## src/rtl/tree_noc_pkg.sv

```systemverilog
// Shared definitions for the tree-NoC leaf interface: flit layout, default widths
// and the saturating error-counter helper.
package tree_noc_pkg;

  localparam int unsigned WIDTH_PACKET = 14;
  localparam int unsigned WIDTH_ADDR   = 3;
  localparam int unsigned WIDTH_DEST   = 3;
  localparam int unsigned WIDTH_FLIT   = WIDTH_PACKET + WIDTH_ADDR + WIDTH_DEST;
  localparam int unsigned ERR_CNT_W    = 8;

  // Flit as seen on the router ports: payload in the MSBs, destination in the LSBs.
  typedef struct packed {
    logic [WIDTH_PACKET-1:0] payload;
    logic [WIDTH_ADDR-1:0]   src;
    logic [WIDTH_DEST-1:0]   dest;
  } flit_t;

  // Add 0..2 events to the counter, sticking at all-ones instead of wrapping.
  function automatic logic [ERR_CNT_W-1:0] err_sat_add(input logic [ERR_CNT_W-1:0] cnt,
                                                       input logic [1:0]           inc);
    logic [ERR_CNT_W:0] sum;
    sum = {1'b0, cnt} + {{(ERR_CNT_W-1){1'b0}}, inc};
    return sum[ERR_CNT_W] ? {ERR_CNT_W{1'b1}} : sum[ERR_CNT_W-1:0];
  endfunction

endpackage

```

## src/rtl/sync_fifo.sv

```systemverilog
// Single-clock FIFO with registered occupancy. Push is ignored when full and pop when
// empty; a simultaneous push and pop leaves the level unchanged.
module sync_fifo #(
  parameter int unsigned WIDTH = 8,
  parameter int unsigned DEPTH = 4,
  localparam int unsigned PtrW = $clog2(DEPTH)
) (
  input  logic             clk,
  input  logic             rst_n,
  input  logic             i_push,
  input  logic [WIDTH-1:0] i_data,
  input  logic             i_pop,
  output logic [WIDTH-1:0] o_data,
  output logic             o_full,
  output logic             o_empty,
  output logic [PtrW:0]    o_level
);

  logic [WIDTH-1:0] r_mem [DEPTH];
  logic [PtrW-1:0]  r_wr_ptr;
  logic [PtrW-1:0]  r_rd_ptr;
  logic [PtrW:0]    r_level;
  logic             w_push;
  logic             w_pop;

  assign o_full  = (r_level == (PtrW+1)'(DEPTH));
  assign o_empty = (r_level == '0);
  assign o_level = r_level;
  assign o_data  = r_mem[r_rd_ptr];

  assign w_push = i_push & ~o_full;
  assign w_pop  = i_pop & ~o_empty;

  // Storage and pointers; storage is cleared on reset so the head reads zero when empty.
  always_ff @(posedge clk or negedge rst_n) begin
    if (!rst_n) begin
      for (int i = 0; i < int'(DEPTH); i++) r_mem[i] <= '0;
      r_wr_ptr <= '0;
      r_rd_ptr <= '0;
      r_level  <= '0;
    end else begin
      if (w_push) begin
        r_mem[r_wr_ptr] <= i_data;
        r_wr_ptr        <= r_wr_ptr + PtrW'(1);
      end
      if (w_pop) r_rd_ptr <= r_rd_ptr + PtrW'(1);
      unique case ({w_push, w_pop})
        2'b10:   r_level <= r_level + (PtrW+1)'(1);
        2'b01:   r_level <= r_level - (PtrW+1)'(1);
        default: r_level <= r_level;
      endcase
    end
  end

endmodule

```

## src/rtl/tree_leaf_ni.sv

```systemverilog
// Leaf network interface: stamps the source address on PE requests toward the router,
// filters incoming flits by destination, and counts dropped traffic.
module tree_leaf_ni
  import tree_noc_pkg::*;
#(
  parameter int unsigned          WIDTH_packet = WIDTH_PACKET,
  parameter int unsigned          WIDTH_addr   = WIDTH_ADDR,
  parameter int unsigned          WIDTH_dest   = WIDTH_DEST,
  parameter int unsigned          WIDTH        = WIDTH_packet + WIDTH_addr + WIDTH_dest,
  parameter logic [WIDTH_dest-1:0] ADDR        = '0,
  parameter int unsigned          TX_DEPTH     = 4,
  parameter int unsigned          RX_DEPTH     = 2
) (
  input  logic                        clk,
  input  logic                        rst_n,
  input  logic                        pe_tx_valid,
  output logic                        pe_tx_ready,
  input  logic [WIDTH_dest-1:0]       pe_tx_dest,
  input  logic [WIDTH_packet-1:0]     pe_tx_data,
  output logic                        noc_out_valid,
  input  logic                        noc_out_ready,
  output logic [WIDTH-1:0]            noc_out_flit,
  input  logic                        noc_in_valid,
  output logic                        noc_in_ready,
  input  logic [WIDTH-1:0]            noc_in_flit,
  output logic                        pe_rx_valid,
  input  logic                        pe_rx_ready,
  output logic [WIDTH_addr-1:0]       pe_rx_src,
  output logic [WIDTH_packet-1:0]     pe_rx_data,
  output logic [ERR_CNT_W-1:0]        err_cnt,
  output logic [$clog2(TX_DEPTH):0]   tx_level
);

  localparam int unsigned RxW = WIDTH_packet + WIDTH_addr;

  logic                     w_tx_fire;
  logic                     w_self_send;
  logic                     w_tx_push;
  logic [WIDTH-1:0]         w_tx_flit;
  logic                     w_tx_full;
  logic                     w_tx_empty;
  logic                     w_rx_fire;
  logic                     w_rx_hit;
  logic                     w_misroute;
  logic [RxW-1:0]           w_rx_head;
  logic                     w_rx_full;
  logic                     w_rx_empty;
  logic [$clog2(RX_DEPTH):0] w_rx_level;
  logic                     w_unused_rx_level;
  logic [1:0]               w_err_inc;
  logic [ERR_CNT_W-1:0]     r_err_cnt;

  // TX: self-addressed requests are swallowed and counted rather than sent.
  assign w_tx_fire   = pe_tx_valid & pe_tx_ready;
  assign w_self_send = w_tx_fire & (pe_tx_dest == ADDR);
  assign w_tx_push   = w_tx_fire & ~w_self_send;
  assign w_tx_flit   = {pe_tx_data, ADDR, pe_tx_dest};

  assign pe_tx_ready   = ~w_tx_full;
  assign noc_out_valid = ~w_tx_empty;

  sync_fifo #(
    .WIDTH(WIDTH),
    .DEPTH(TX_DEPTH)
  ) u_tx_fifo (
    .clk    (clk),
    .rst_n  (rst_n),
    .i_push (w_tx_push),
    .i_data (w_tx_flit),
    .i_pop  (noc_out_ready),
    .o_data (noc_out_flit),
    .o_full (w_tx_full),
    .o_empty(w_tx_empty),
    .o_level(tx_level)
  );

  // RX: readiness depends only on occupancy; the destination is checked after acceptance.
  assign w_rx_fire  = noc_in_valid & noc_in_ready;
  assign w_rx_hit   = (noc_in_flit[WIDTH_dest-1:0] == ADDR);
  assign w_misroute = w_rx_fire & ~w_rx_hit;

  assign noc_in_ready = ~w_rx_full;
  assign pe_rx_valid  = ~w_rx_empty;
  assign pe_rx_data   = w_rx_head[RxW-1:WIDTH_addr];
  assign pe_rx_src    = w_rx_head[WIDTH_addr-1:0];

  sync_fifo #(
    .WIDTH(RxW),
    .DEPTH(RX_DEPTH)
  ) u_rx_fifo (
    .clk    (clk),
    .rst_n  (rst_n),
    .i_push (w_rx_fire & w_rx_hit),
    .i_data (noc_in_flit[WIDTH-1:WIDTH_dest]),
    .i_pop  (pe_rx_ready),
    .o_data (w_rx_head),
    .o_full (w_rx_full),
    .o_empty(w_rx_empty),
    .o_level(w_rx_level)
  );

  assign w_unused_rx_level = ^w_rx_level;

  assign w_err_inc = {1'b0, w_self_send} + {1'b0, w_misroute};
  assign err_cnt   = r_err_cnt;

  // Saturating count of self-sends and misrouted arrivals.
  always_ff @(posedge clk or negedge rst_n) begin
    if (!rst_n) r_err_cnt <= '0;
    else        r_err_cnt <= err_sat_add(r_err_cnt, w_err_inc);
  end

endmodule

```

## config.mk

```make
export PLATFORM = sky130hd
export DESIGN_NAME = tree_leaf_ni
export DESIGN_NICKNAME = d
export VERILOG_FILES = /design/src/rtl/tree_noc_pkg.sv /design/src/rtl/sync_fifo.sv /design/src/rtl/tree_leaf_ni.sv
export SDC_FILE = /design/constraint.sdc
export NUM_CORES = 1
export LEC_CHECK = 0
export CAP_MARGIN = 20
export CORE_ASPECT_RATIO = 1.1
export CORE_UTILIZATION = 53
export DETAILED_ROUTE_END_ITERATION = 8
export PLACE_DENSITY = 0.8
export REMOVE_ABC_BUFFERS = 1
export SLEW_MARGIN = 20
export SYNTH_ARGS = -nofsm -noshare
export SYNTH_HDL_FRONTEND = slang
export SYNTH_SLANG_ARGS = --single-unit
```

## constraint.sdc

```tcl
create_clock -name clk -period 2.34 [get_ports clk]
set_input_delay 0.351 -clock clk [delete_from_list [all_inputs] [get_ports clk]]
set_output_delay 0.351 -clock clk [all_outputs]
set_load 0.01 [all_outputs]
```

Word-level counts from Yosys, hierarchy flattened. Cells that the tools add are included.

Flip-flop bits (word level): 133. Input bits: 43. Output and inout port bits: 52. Word-level logic and storage cells: 78.

$add $sub $neg: 10. Magnitude comparators: 6. Equality and inequality tests: 6. Mux-type cells: 15. Bitwise operators: 20. Reductions and logical operators: 8.

Operators with widths (number): $bwmux 80 (1); $mux 17 (4); $mux 20 (3); $bmux 20 s2 (1); $demux 20 s2 (1); $bwmux 34 (1); $demux 17 s1 (1); $and 1x1->1 (10); $add 8x2->9 (1); $logic_not 3->1 (3); $mux 8 (1); $add 2x1->2 const B (3); $eq 2x2->1 const B (3); $ge 3x3->1 const B (2); $not 1->1 (6); $not 2->3 (2); $pmux 3 s2 (1); $eq 2x1->1 const B (2); $ge 2x2->1 const B (2); $not 1->2 (2); $pmux 2 s2 (1); $reduce_bool 2->1 (2); $add 3x1->3 const B (1); $eq 3x3->1 const B (1); 8 further kinds (10).

Depth between registers and ports, before layout. Gate-level depths: netlist of run 1.

Depth after elaboration: 9. Depth in mapped cells: 9. Gate-level depth less buffers: 8.

Cells and area by module. From an unflattened synthesis of run 1, not the netlist that was laid out.

Cell total of the unflattened synthesis: 387. Area, all modules: 6023.3 µm².

By module, submodules not included: sync_fifo at u_tx_fifo (instances 1, cells each 232, area each 3890.0 µm², seq. area each 2177.1 µm²); sync_fifo at u_rx_fifo (instances 1, cells each 108, area each 1679.1 µm², seq. area each 950.9 µm²); tree_leaf_ni (instances 1, cells each 47, area each 454.2 µm², seq. area each 200.2 µm²).

Worst setup path after synthesis of run 1. Ideal clock, no wire load.

Path type: reg-to-reg. Start: reg u_tx_fifo.r_level[1] (netlist: u_tx_fifo.o_level[1]). End: reg u_tx_fifo.r_level[2] (netlist: u_tx_fifo.o_level[2]). Library setup time: 79 ps. Arrival time: 2102 ps. Data required time: 2261 ps. Path slack: 158 ps. Stages on the path, launching flop included: 10. Buffers on the path: 1. Clock period less this slack: 2182 ps. Cells stage by stage: dfrtp_1 -> or3b_1 -> buf_6 -> nand3_1 -> ha_1 -> inv_1 -> fa_1 -> xor2_1 -> nor2_1 -> xor2_1.

Longest elaborated chain between the ends: 9. Elaborated cells between the ends (all ways): 16. Those cells by class: add/sub (2); eq/ne (3); mux (1); bitwise (8); reduce/logical (2).

Ends and longest elaborated chain: start, declared (line sync_fifo.sv:22) `logic [PtrW:0] r_level;`; start signal, assigned (line sync_fifo.sv:48) `2'b10: r_level <= r_level + (PtrW+1)'(1);`; start signal, assigned (line sync_fifo.sv:49) `2'b01: r_level <= r_level - (PtrW+1)'(1);`; start signal, assigned (line sync_fifo.sv:50) `default: r_level <= r_level;`; $eq 3x3->1 * (line sync_fifo.sv:26) `assign o_full = (r_level == (PtrW+1)'(DEPTH));`; $not 1->1 * (line tree_leaf_ni.sv:59) `assign pe_tx_ready = ~w_tx_full;`; via pe_tx_ready (line tree_leaf_ni.sv:17) `output logic pe_tx_ready,`; $and 1x1->1 (line tree_leaf_ni.sv:54) `assign w_tx_fire = pe_tx_valid & pe_tx_ready;`; $and 1x1->1 (line tree_leaf_ni.sv:55) `assign w_self_send = w_tx_fire & (pe_tx_dest == ADDR);`; $not 1->1 (line tree_leaf_ni.sv:56) `assign w_tx_push = w_tx_fire & ~w_self_send;`; $and 1x1->1 (line tree_leaf_ni.sv:56); $and 1x1->1 * (line sync_fifo.sv:31) `assign w_push = i_push & ~o_full;`; $eq 2x1->1 / $eq 2x2->1 (equally long branches) (line sync_fifo.sv:47) `unique case ({w_push, w_pop})`; $pmux 3 s2 / $reduce_bool 2->1 (equally long branches).

Mark *: on every way through the listed nets, which the timed path passes. The rest lies on a longest branch. A chain may end at the register's enable or synchronous reset.

Final worst setup path of run 1.
Start: reg u_tx_fifo.r_rd_ptr[0]. End: out noc_out_flit[0].

Longest elaborated chain between the ends: 4.

Ends and longest elaborated chain: start, declared (line sync_fifo.sv:21) `logic [PtrW-1:0] r_rd_ptr;`; start signal, assigned (line sync_fifo.sv:46) `if (w_pop) r_rd_ptr <= r_rd_ptr + PtrW'(1);`; $not 2->3 (not written as such) (line sync_fifo.sv:29) `assign o_data = r_mem[r_rd_ptr];`; $bmux 20 s2 (line sync_fifo.sv:29); $mux 20 (not written as such) (2 in a row) (line sync_fifo.sv:29); end, declared (line tree_leaf_ni.sv:22) `output logic [WIDTH-1:0] noc_out_flit,`.

No other way between the ends. The select of a mux whose other input is x is not followed.

==> results of run 1 <==
==> kinds of logic after synthesis <==
kind of cell	after synthesis
muxes	139
DFF	121
and+or+nand+nor	38
buffers and inverters	27
xor gates and xnor gates	13
adders and majority gates	9
AOI/OAI and AO/OA	6
other	1
==> final cells by class <==
| type | instances | area [µm²] |
|---|---|---|
| multi-input cells | 208 | 2360 |
| clock buffers | 24 | 470 |
| repair buffers | 115 | 1150 |
| clock inverters | 8 | 165 |
| well taps | 140 | 175 |
| fillers | 665 | 2650 |
| flip-flops and latches | 121 | 3030 |
| inverters | 8 | 30.0 |
==> placed cells by master, fill, tap and decap left out, drive strengths merged, types with 7 or more instances in the layout <==
| cell | netlist | layout |
|---|---|---|
| clkdlybuf4s15 | 0 | 8 |
| inv | 8 | 8 |
| buf | 18 | 24 |
| clkdlybuf4s50 | 0 | 73 |
| clkbuf | 1 | 26 |
| ha | 7 | 7 |
| mux4 | 17 | 17 |
| dlygate4sd2 | 0 | 7 |
| xnor2 | 7 | 7 |
| mux2 | 120 | 120 |
| dfrtp | 121 | 121 |
==> metal layers <==
metal	share of wire	wire length, µm	vias to the layer above	global-route usage
met5	0	0	-	0
met3	0.051	569	11	0.0648
met2	0.52	5890	86	0.393
li1	-	-	1520	-
met4	0.013	147	0	0.0882
met1	0.41	4630	1690	0.270
==> path summary, 6_finish.rpt <==
check / to / depth (start not counted)
max: noc_out_flit[0] / 4
min: u_tx_fifo.r_mem[56] / 2
max reg2reg: u_tx_fifo.o_level[2] / 8
min reg2reg: u_rx_fifo.r_mem[14] / 1
max in group asynchronous: u_tx_fifo.r_rd_ptr[0] / 3
min in group clk: u_rx_fifo.r_mem[0] / 2
==> worst max-delay path, delay by kind of cell (launching register included) <==
kind,cells,cell delay [ps]
buffers and inverters,3,550
flip-flops,1,380
multiplexers,1,500
==> power groups by stage <==
stage                     logic (µW)  registers, µW  clock network, µW
after floorplan                 2450           3760                  0
after global placement          4410           3690                  0
after detailed placement        4530           3780                  0
after CTS                       4510           3770               2830
after global routing            4820           3900               2910
final                           4470           3780               2790
==> through the flow <==
stage	setup slack, ps	hold slack, ps
floorplan	4.58	55.4
global placement	-94.8	361
detailed placement	-154	370
CTS	-29.8	375
global route	-12.4	424
finish	46.3	365
==> sequential cells by signal, indices dropped and copies added, names as in the netlist, 2 cells and up <==
register            cells
u_rx_fifo.o_level       2
u_tx_fifo.o_level       3
u_tx_fifo.r_mem        68
u_tx_fifo.r_wr_ptr      2
u_tx_fifo.r_rd_ptr      2
err_cnt                 8
u_rx_fifo.r_mem        34
==> repair_timing <==
item	4_1_cts	5_1_grt
setup endpoints to repair	21	18
cloned	1	0
endpoints found under the hold margin	37	0
gates resized for setup	27	6
hold buffers	1	0
buffers inserted	2	1
==> flow_summary.ini, run 1 <==
[yosys]
synthMuxAreaShare = 0.316
ys_top_cells_by_area = dfrtp_1 55%, mux2_1 12%, mux2_2 12%, mux4_2 6.9%, nand4_4 1.9%
yosys_warnings = 0
synth_most_common_cell = dfrtp_1
syn_avg_cell_area_um2 = 15.7
async_flop_share = 1.00
synth_top_family_by_area = multiplexers
netlist_instances = 354
synthTopCellsByCount = 121 x dfrtp_1, 61 x mux2_1, 59 x mux2_2
synth_top_cell_area_share = 0.546
synth-edff-count = 0
synthFlopType = dfrtp_1
synth_cell_types = 36
synth_fa_ha_area_frac = 0.0230
synth-seq-cells = 121
yosys.area_share.simple = 0.0570
ys_seq_area_frac = 0.546
synth_compound_area_frac = 0.00654
synth_top_cell_by_area = dfrtp_1
synth_area_mm2 = 0.00555
synth_xor_area_frac = 0.0205

[floorplan]
dieArea_mm2 = 0.0109
initial_core_util = 0.553
die_x_um = 99.6
std_cell_rows = 38
io_pins = 95
die_h_um = 109
core_mm2 = 0.0100

[layout]
layout-drive-gt1-share = 0.287
nets = 523
design_area_mm2 = 0.00738
antenna_cells = 0
fin_util = 0.736
syn_to_final_growth_pct = 33.0
final_cells = 624

[sta]
finalMaxSlewViolations = 0
fin_skew_ps = 5.87
finalCritPeriodShare = 0.980
slew_headroom = 0.641
worst_pin_slew_ps = 538
setup_viol = 0
max_freq_mhz = 436
fin_setup_tns_ps = 0
hold_violations = 0
post-route-min-period_ps = 2290

[flow_run]
max_cap_violations = 0

[pwr]
power_density_mw_per_mm2 = 1500
p_switching_uw = 3280
power_frac_comb = 0.405
p_total_uw = 11000
sw_frac_of_total = 0.297
clkPwrFrac = 0.253
leakage_uw = 0.00322
p_seq_frac = 0.342
p_int_uw = 7760
peakVddDrop_mv = 0.722

[clock_tree]
cts_buffers = 17
cts-root-buf = clkbuf_8
cts.sinks = 121
clkSlewWorstSetupHoldPaths_ps = 60
clock_path_buffers = 2
tritoncts = yes
htree_levels = 4
clock_latency_ps = 510

[worst_hold_path]
hp-class = in2async

[global_routing]
grt_max_degree = 43
track_usage = 0.227
grt_pass1_wl_um = 18300
grt_overflow = 0
antenna_found_initial = 0
grt_pass1_vias = 3667

[routing]
drt-wirelength-per-cell_um = 18.0
routed_wl_um = 11200
drc = 0
ant_nets = 0
dr.pass1.iters = 5
viasPerCell = 5.30
drt_iter0_drc = 112
num_vias = 3307

[setup_path]
endpoint_kind = output port
cp_max_fo = 9
critPathKind = reg2out
crit_start = u_tx_fifo.r_rd_ptr[0]
required_ps = 1990
crit_slowest_cell = mux4_2
r2r-start = u_tx_fifo.o_level[1]
cpPeakStageDelay_ps = 500
path_cells = buf_4 > buf_12 > mux4_2 > clkdlybuf4s15_1
arrival_ps = 1940
setup.worst_path.start_class = flop
r2r_setup_slack_ps = 180

[placed_design]
dp_cells = 587
placement.cell_area_mm2 = 0.00668
dp_hpwl_um = 7080
gp_congestion = 0.809
numPortBuffers = 91

[status]
status = completed
Power figures use the tool's default switching activity.
==> run 2, diff against run 1 <==
--- a/config.mk
+++ b/config.mk
@@ -9,7 +9,8 @@
 export CORE_ASPECT_RATIO = 1.1
 export CORE_UTILIZATION = 53
 export DETAILED_ROUTE_END_ITERATION = 8
-export PLACE_DENSITY = 0.8
+export PLACE_DENSITY_LB_ADDON = 0.15
+export RECOVER_POWER = 100
 export REMOVE_ABC_BUFFERS = 1
 export SLEW_MARGIN = 20
 export SYNTH_ARGS = -nofsm -noshare
==> constraint.sdc (replaced) <==
create_clock -name clk -period 2.32 [get_ports clk]
set_input_delay 0.348 -clock clk [delete_from_list [all_inputs] [get_ports clk]]
set_output_delay 0.348 -clock clk [all_outputs]
set_load 0.01 [all_outputs]
==> run 2 against run 1 <==
Net effect: global-route usage shrank 1.2 points; critical endpoint is now noc_out_flit[6]; non-clock buffer count grew 6; critical path type unchanged; die area is the same; largest power group unchanged; power shrank 0.61%.
==> flow_summary.ini, run 2 (synthesis gave the netlist of run 1 again) <==
[status]
status = completed

[setup_path]
cp_max_fo = 6
crit_slowest_cell = mux4_2
path_cells = buf_4 > clkbuf_16 > mux4_2 > clkdlybuf4s15_1
endpoint_kind = output port
cp_num_cells = 4
critPathKind = reg2out
crit_family = buffers and inverters
arrival_ps = 1920
rr_worst_depth = 4
setup.worst_path.start_class = flop
required_ps = 1970
cp.buffers_inverters = 3
cpPeakStageDelay_ps = 490

[pwr]
leakage_uw = 0.00324
power_density_mw_per_mm2 = 1500
peakVddDrop_mv = 1.04

[worst_hold_path]
holdPathStages = 2
hp-class = in2reg

[global_routing]
antenna_found_initial = 0
grt_overflow = 0
grt_pass1_wl_um = 17600
grt_pass1_vias = 3584
grt_max_degree = 51
track_usage = 0.215

[routing]
dr.pass1.iters = 4
drt_iter0_drc = 76
viasPerCell = 5.30
drt-wirelength-per-cell_um = 16.9
routed_wl_um = 10600
ant_nets = 0
num_vias = 3342
drc = 0

[placed_design]
place_worst_setup_slack_ps = -283
dp_hpwl_um = 7280
numPortBuffers = 91
gp_congestion = 0.784

[clock_tree]
clock_path_buffers = 2
clock_latency_ps = 510
htree_levels = 4
cts_buffers = 17
cts-root-buf = clkbuf_8
cts.sinks = 121
tritoncts = yes
clkSlewWorstSetupHoldPaths_ps = 60

[layout]
nets = 529
final_common_cell = dfrtp_1
mostFrequentLayoutCells = 121 x dfrtp_1, 61 x mux2_1, 61 x clkdlybuf4s50_1, 59 x mux2_2
multi_input_area_mm2 = 0.00229
largest_reg_flops = 68
regArea_mm2 = 0.00303
fin_util = 0.729
syn_to_final_growth_pct = 31.8
top_register = u_tx_fifo.r_mem
antenna_cells = 0
layout-drive-gt1-share = 0.278
fillers = 658

[sta]
finalCritPeriodShare = 0.978
setup_viol = 0
fin_skew_ps = 10.2
slew_headroom = 0.283
hold_violations = 0
post-route-min-period_ps = 2270
max_freq_mhz = 441
worst_pin_slew_ps = 1080
finalWorstSetupSlack_ps = 52.0
finalMaxSlewViolations = 0

[floorplan]
io_pins = 95
die_x_um = 99.6
dieArea_mm2 = 0.0109
std_cell_rows = 38
die_h_um = 109
core_mm2 = 0.0100
initial_core_util = 0.553

[flow_run]
max_cap_violations = 0
[run 2: cell count changes in the layout (fill, tap and decap cells not counted), sizes merged, moves of 3 or more]
cell           previous run  this run
buf                      24        17
clkdlybuf4s50            73        61
inv                       8        16
dlygate4sd3               1        12
dlymetal6s2s              0         5
dlygate4sd2               7         2
clkdlybuf4s15             8        13
clkbuf                   26        29
[run 2: final cells by class]
| type | instances | share of cell area |
|---|---|---|
| Clock buffer | 18 | 0.0585 |
| Clock inverter | 14 | 0.0284 |
| Inverter | 8 | 0.00411 |
| Multi-Input combinational cell | 208 | 0.313 |
| Sequential cell | 121 | 0.414 |
| Tap cell | 140 | 0.0239 |
| Timing Repair Buffer | 121 | 0.158 |
[run 2: path summary, 6_finish.rpt]
kind                                        from                   to  slack [ps]
setup / recovery           u_tx_fifo.r_rd_ptr[0]      noc_out_flit[6]          50
hold / removal                   noc_in_flit[13]  u_rx_fifo.r_mem[27]         460
setup reg to reg            u_tx_fifo.o_level[2]  u_tx_fifo.r_mem[37]         120
hold reg to reg              u_rx_fifo.r_mem[15]  u_rx_fifo.r_mem[15]         490
max in group asynchronous                  rst_n  u_rx_fifo.r_mem[28]         390
min in group asynchronous                  rst_n  u_tx_fifo.r_mem[53]         560
[run 2: repair_timing]
action,in CTS,in global routing
hold buffers,1,0
endpoints found under the setup margin,17,9
hold endpoints to repair,42,0
cloned,0,1
resized for setup,15,18
buffers inserted,0,1
[run 2: metrics by stage]
step	total power [µW]	instances	instance area [µm²]	hold WS (ps)	TNS, ps
floorplan	6270	337	5420	52.4	-43.4
global placement	8330	595	6800	374	-1370
detailed placement	8530	595	6800	381	-2160
CTS	11200	628	7430	377	-332
global route	11600	630	7310	446	-115
finish	11000	630	7310	457	0
[run 2: power by group]
group          total [µW]  internal, µW  switching (µW)
sequential           3780          3170             602
clock                2810          1800            1010
combinational        4390          2680            1710
total               11000          7660            3320
[run 2: per-layer routing]
layer | up-vias | part of all wire | GRT usage
met1 | 1716 | 0.41 | 0.251
met4 | 0 | 0.011 | 0.0725
met5 | - | 0 | 0
met3 | 11 | 0.040 | 0.0579
met2 | 77 | 0.54 | 0.386
li1 | 1538 | - | -
[run 2: worst register-to-register path, stage by stage, from the launching register on]
cell	delay [ps]
dfrtp_1	430
or3b_4	280
clkbuf_1	210
nand4_2	590
mux2_1	570
